File: src/rtl/fifo_arb_pkg.sv
// Shared definitions for the FIFO write-port arbiter: state encoding and
// default widths.
package fifo_arb_pkg;

  typedef enum logic [1:0] {
    ST_IDLE = 2'd0,
    ST_G0   = 2'd1,
    ST_G1   = 2'd2
  } state_t;

  localparam int unsigned DEF_DW    = 8;
  localparam int unsigned DEF_BURST = 16;

endpackage : fifo_arb_pkg

File: src/rtl/fifo_wr_arb_rr_pick2.sv
// Combinational two-way round-robin picker: on a tie the source that was not
// served last wins; otherwise the single requester wins.
module rr_pick2 (
  input  logic [1:0] req,
  input  logic       last,
  output logic       pick,
  output logic       any
);

  assign any  = |req;
  assign pick = (&req) ? ~last : req[1];

endmodule : rr_pick2

File: src/rtl/fifo_wr_arb.sv
// Burst-based round-robin arbiter muxing two valid/ready byte streams onto the
// single write port of the shared data FIFO.
module fifo_wr_arb
  import fifo_arb_pkg::*;
#(
  parameter int DW    = DEF_DW,
  parameter int BURST = DEF_BURST,
  parameter int CW    = $clog2(BURST + 1)
) (
  input  logic          clk,
  input  logic          rst_n,
  input  logic          src0_valid,
  input  logic [DW-1:0] src0_data,
  output logic          src0_ready,
  input  logic          src1_valid,
  input  logic [DW-1:0] src1_data,
  output logic          src1_ready,
  input  logic          wrfull,
  output logic          wrreq,
  output logic [DW-1:0] data,
  output logic [1:0]    gnt
);

  state_t        state_q, state_d;
  logic          last_q, last_d;
  logic [CW-1:0] cnt_q, cnt_d;

  logic granted, own_valid, xfer, burst_end, rel;
  logic pick, any;

  // While granted, last_q already equals the owner, so the same picker
  // resolves both the idle arbitration and the handover at release.
  rr_pick2 u_pick (
    .req  ({src1_valid, src0_valid}),
    .last (last_q),
    .pick (pick),
    .any  (any)
  );

  // NOTE: every signal driven here gets a default first so no path can leave
  // it unassigned, which would otherwise infer a latch.
  always_comb begin
    granted    = 1'b0;
    own_valid  = 1'b0;
    data       = '0;
    src0_ready = 1'b0;
    src1_ready = 1'b0;
    case (state_q)
      ST_G0: begin
        granted    = 1'b1;
        own_valid  = src0_valid;
        data       = src0_data;
        src0_ready = rst_n & ~wrfull;
      end
      ST_G1: begin
        granted    = 1'b1;
        own_valid  = src1_valid;
        data       = src1_data;
        src1_ready = rst_n & ~wrfull;
      end
      default: ;
    endcase

    xfer      = rst_n & granted & own_valid & ~wrfull;
    burst_end = xfer & (cnt_q == CW'(BURST - 1));
    rel       = granted & (burst_end | ~own_valid);
    wrreq     = xfer;
    gnt       = {state_q == ST_G1, state_q == ST_G0};
  end

  always_comb begin
    state_d = state_q;
    last_d  = last_q;
    cnt_d   = cnt_q;
    if (!granted || rel) begin
      if (any) begin
        state_d = pick ? ST_G1 : ST_G0;
        last_d  = pick;
        cnt_d   = '0;
      end else begin
        state_d = ST_IDLE;
      end
    end else if (xfer) begin
      cnt_d = cnt_q + 1'b1;
    end
  end

  // NOTE: state registers use non-blocking assignments so every flop samples
  // the pre-edge values, independent of statement order.
  always_ff @(posedge clk) begin
    if (!rst_n) begin
      state_q <= ST_IDLE;
      last_q  <= 1'b1;
      cnt_q   <= '0;
    end else begin
      state_q <= state_d;
      last_q  <= last_d;
      cnt_q   <= cnt_d;
    end
  end

endmodule : fifo_wr_arb
File: config.mk
export PLATFORM = sky130hd
export DESIGN_NAME = fifo_wr_arb
export DESIGN_NICKNAME = d
export VERILOG_FILES = /design/src/rtl/fifo_arb_pkg.sv /design/src/rtl/fifo_wr_arb_rr_pick2.sv /design/src/rtl/fifo_wr_arb.sv
export SDC_FILE = /design/constraint.sdc
export NUM_CORES = 1
export LEC_CHECK = 0
export CORE_MARGIN = 2
export CORE_UTILIZATION = 30
export DETAILED_ROUTE_END_ITERATION = 10
export SYNTH_ARGS = -nofsm -noshare
export SYNTH_HDL_FRONTEND = slang
export SYNTH_SLANG_ARGS = --single-unit
File: constraint.sdc
create_clock -name clk -period 4.9 [get_ports clk]
set_input_delay 0.98 -clock clk [delete_from_list [all_inputs] [get_ports clk]]
set_output_delay 0.98 -clock clk [all_outputs]
set_load 0.005 [all_outputs]
# After elaboration in Yosys (flattened, before gate mapping)
# Cells that the tools add are included.
# word_totals
reg_bits	8
latch_bits	0
ram_bits	0
mem_bits_ro	0
inputBits	21
out_inout_bits	13
elab_cells	37
n_memories	0
# classes
addsub	1
mul	0
div_mod_pow	0
magnitude_cmp	0
n_eq_ne	4
shifts	0
muxes	11
n_bitwise	10
reduce_logical	8
# ops
cell	n
8-bit case mux with 2 select lines	1
5-bit two-way mux	3
1-bit AND	6
2-bit AND reduction	3
5-bit by 1-bit adder with 5-bit output, second input constant	1
5-bit by 4-bit == test with 1-bit output, second input constant	1
1-bit two-way mux	4
2-bit two-way mux	2
2-bit OR reduction	2
1-bit inverter	3
2-bit by 1-bit == test with 1-bit output, second input constant	1
2-bit == test, second input constant	1
2-bit inequality test, second input constant	1
1-bit case mux with 2 select lines	1
2-bit nonzero test	1
1-bit zero test	1
1-bit logical OR	1
1-bit bitwise OR	1

# Longest topological paths before layout
# logic_depth
word_depth	12
ltp_mapped	6
depth_no_buf	6

# Hierarchy
# A second synthesis with hierarchy kept.
# unflattened
hier_cells	79
hier_area_um2	633.1
# modules_own_cells
mod	instances	cells_per_inst	area_per_inst_um2	seq_area_each_um2
fifo_wr_arb	1	77	619.3	160.2
rr_pick2	1	2	13.8	0.0

# Worst setup path before layout
# No wires, ideal clock.
# synth_path
path_type	in2out
startpoint	input port src1_valid
endpoint	output port wrreq
t_arrival_ps	1502
required_time_ps	3920
setup_slack_ps	2418
cell_stages	3
n_path_buf	0
cell_sequence	a22oi_2 -> or2_4 -> nor2_1
# synth_between
elab_chain_len	3
# synth_lines
element	line	rtl
start, declared	fifo_wr_arb.sv:15	input logic src1_valid,
1-bit case mux with 2 select lines	fifo_wr_arb.sv:48	case (state_q)
1-bit AND (2 in series)	fifo_wr_arb.sv:64	xfer = rst_n & granted & own_valid & ~wrfull;
end, declared	fifo_wr_arb.sv:19	output logic wrreq,
# Every way passes these cells.

# Worst setup path after layout
# Same ends and word-level chain as after synthesis.

==> impl_metrics.ini <==
[clock_network]
tritoncts = done
cts_setup_buffers = 0
cts.path.max_buffers = 2
clk_pin_slew_worst_paths_ns = 0.05
hold_buffers = 0
clk_latency_ns = 0.25
cts_resized = 0
cts-root-buf = clkbuf_4
h-tree-depth = 1
clock-sinks = 8
cts_made_buffers = 3

[drt]
drc = 0
avgRoutedWirePerCell_um = 12.2
viasPerCell = 5.14
drt_iter0_drc = 12
drtAntennaViolNets = 0
routed_wl_mm = 1.72
dr.pass1.iters = 4
vias = 725

[setup_path]
rr_startpoint = cnt_q[0]$_SDFFE_PN0P_
cp_slowest_cell = clkdlybuf4s50_1
crit_buf_inv = 2
cp_cell_sequence = clkdlybuf4s50_1 > a22oi_2 > or2_4 > nor2_1 > clkdlybuf4s50_1
r2r_cells = 6
worstSetupEndpointType = primary output
cp.required_ns = 3.92
critical_path.max_stage_delay_ns = 0.58
r2r_slack_ns = 3.11
cp_common_cell = clkdlybuf4s50_1
critPathKind = in2out
arrival_ns = 2.63
cp-start-kind = primary input
r2r-end = cnt_q[2]$_SDFFE_PN0P_
crit_family = buffers and inverters
crit_path_max_fanout = 6
crit_path_start = src1_valid

[min_path]
hp-start = cnt_q[4]$_SDFFE_PN0P_
min_path_type = reg2reg
hold_depth = 1
min_to = cnt_q[4]$_SDFFE_PN0P_

[die]
rows = 17
die_w_um = 51.1
dieHeight_um = 51.1
start_util_pct = 30.9
die_area_mm2 = 0.00261
io_pins = 34
core_area_mm2 = 0.00215

[run]
maxCapViolations = 0

[power_and_ir_drop]
power.total_mw = 0.174
combPwrFrac_pct = 32.2
powerDensity_mw_per_mm2 = 171
cellLeakagePower_nw = 0.366
switching_power_mw = 0.0475
vdd_ir_drop_max_v = 0.000126
swShare_pct = 27.2
sequentialPowerShare_pct = 39.6
power_frac_clock_pct = 28.3
p_int_mw = 0.127

[timing]
tightest_slew_ns = 0.461
finalSetupViolations = 0
fmax_mhz = 277
finalCriticalPeriod_ns = 3.61
hold_viol = 0
drv_slew = 0
fin_worst_skew_ns = 0.00388
post-route-period-util_pct = 73.8
max_slew_margin_pct = 69.3
rsz0062_at_grt = false
fin_tns_setup_ns = 0

[synth]
synth-edff-count = 0
synth.yosys.warnings = 0
postSynthRegisterBits = 8
yosys.area.top_type = dfxtp_1
yosysTopAreaCellShare_pct = 24.1
async_flop_share_pct = 0
seq_area_frac_synth_pct = 24.1
netlist_area_um2 = 664
syn_inst = 81
synth.distinct_cells = 31
synth_ff_type = dfxtp_1
syn_avg_cell_area_um2 = 8.20
yosys-top-cells-area = dfxtp_1 (24%), a22oi_1 (10%), nor2_1 (8.5%)
syn-num-nets = 106

[cells_and_area]
area_growth_pct = 53.3
antenna_cells = 0
seq_area_um2 = 160
drive_above_1_share_pct = 9.73
fill_cells = 222
layout.nets = 140
multiInputGateArea_um2 = 440

[global_route]
grt-ovfl-total = 0
track_usage_pct = 14.5
grt_pass1_vias = 690
grt_max_degree = 15
antenna_found_initial = 0
grt_pass1_wl_mm = 2.84

[place]
dp_hpwl_mm = 1.36
place.gp.congestion = 0.718
port_buffers = 33

[outcome]
outcome = finished clean
==> registers in the layout, indices dropped and copies added (netlist names) <==
name / cells
state_q: 2
last_q: 1
cnt_q: 5
==> layout make-up <==
cell class | instances | area share (%)
sequential | 8 | 15.7
inverter | 8 | 2.95
tap | 28 | 3.44
multi-input combinational | 61 | 43.2
timing repair buffer | 33 | 32.4
clock buffer | 3 | 2.21
==> cells in the mapped netlist (2+ instances only) <==
cell and instances:
mux2i_1 2, nor2_1 15, a22oi_1 9, buf_6 2
dfxtp_1 8, nand3_1 4, ha_1 4, inv_1 8
nand2_1 5, a32o_1 2, o31ai_1 2
==> per-layer routing <==
| metal | GRT usage (%) | up-vias | share of wire, % |
|---|---|---|---|
| li1 | - | 363 | - |
| met3 | 4.68 | 2 | 9.5 |
| met1 | 15.2 | 332 | 44 |
| met5 | 0 | - | 0 |
| met2 | 25.3 | 28 | 45 |
| met4 | 8.11 | 0 | 1.2 |
==> power groups by stage <==
stage	sequential [mW]	combinational, mW	clock [mW]
2_1_floorplan	0.0700	0.0284	0
3_3_place_gp	0.0703	0.0558	0
3_5_place_dp	0.0704	0.0565	0
4_1_cts	0.0690	0.0567	0.0524
5_1_grt	0.0694	0.0619	0.0554
6_report	0.0690	0.0560	0.0492
==> cell families after synthesis <==
group | Yosys count | synth area share [%]
AO/OA/AOI/OAI | 21 | 27.9
adder cells (fa/ha/maj) | 4 | 7.53
buffers and inverters | 12 | 9.60
flip-flops | 8 | 24.1
multiplexers | 2 | 3.01
AND/OR/NAND/NOR | 34 | 27.9
==> cells in the final DEF (no fill, tap or decap), types with 2 or more instances in the layout <==
| master | count |
|---|---|
| nor2_1 | 15 |
| o31ai_1 | 2 |
| inv_1 | 8 |
| nand3_1 | 4 |
| nand2_1 | 5 |
| ha_1 | 4 |
| clkdlybuf4s50_1 | 33 |
| dfxtp_1 | 8 |
| a22oi_1 | 9 |
| mux2i_1 | 2 |
| clkbuf_4 | 3 |
| a32o_1 | 2 |
==> how the worst max path moves through the flow <==
| stage | depth (start not counted) | to | slack (ns) |
|---|---|---|---|
| 3_5_place_dp | 5 | wrreq | 1.29 |
| 4_1_cts | 5 | wrreq | 1.28 |
| 3_3_place_gp | 5 | wrreq | 1.33 |
| 6_report | 5 | wrreq | 1.29 |
| 2_1_floorplan | 3 | wrreq | 2.42 |
| 5_1_grt | 5 | wrreq | 1.20 |
==> through the flow <==
step,cells,area (um2),hold WS [ns],worst slack [ns],utilization [%]
after floorplan,81,664,0.442,2.42,-
after global placement,138,996,0.449,1.33,46.4
after detailed placement,138,996,0.469,1.29,46.4
after CTS,141,1020,0.482,1.28,47.4
after global routing,141,1020,0.497,1.20,47.4
final,141,1020,0.473,1.29,47.4
Power figures use the tool's default switching activity.
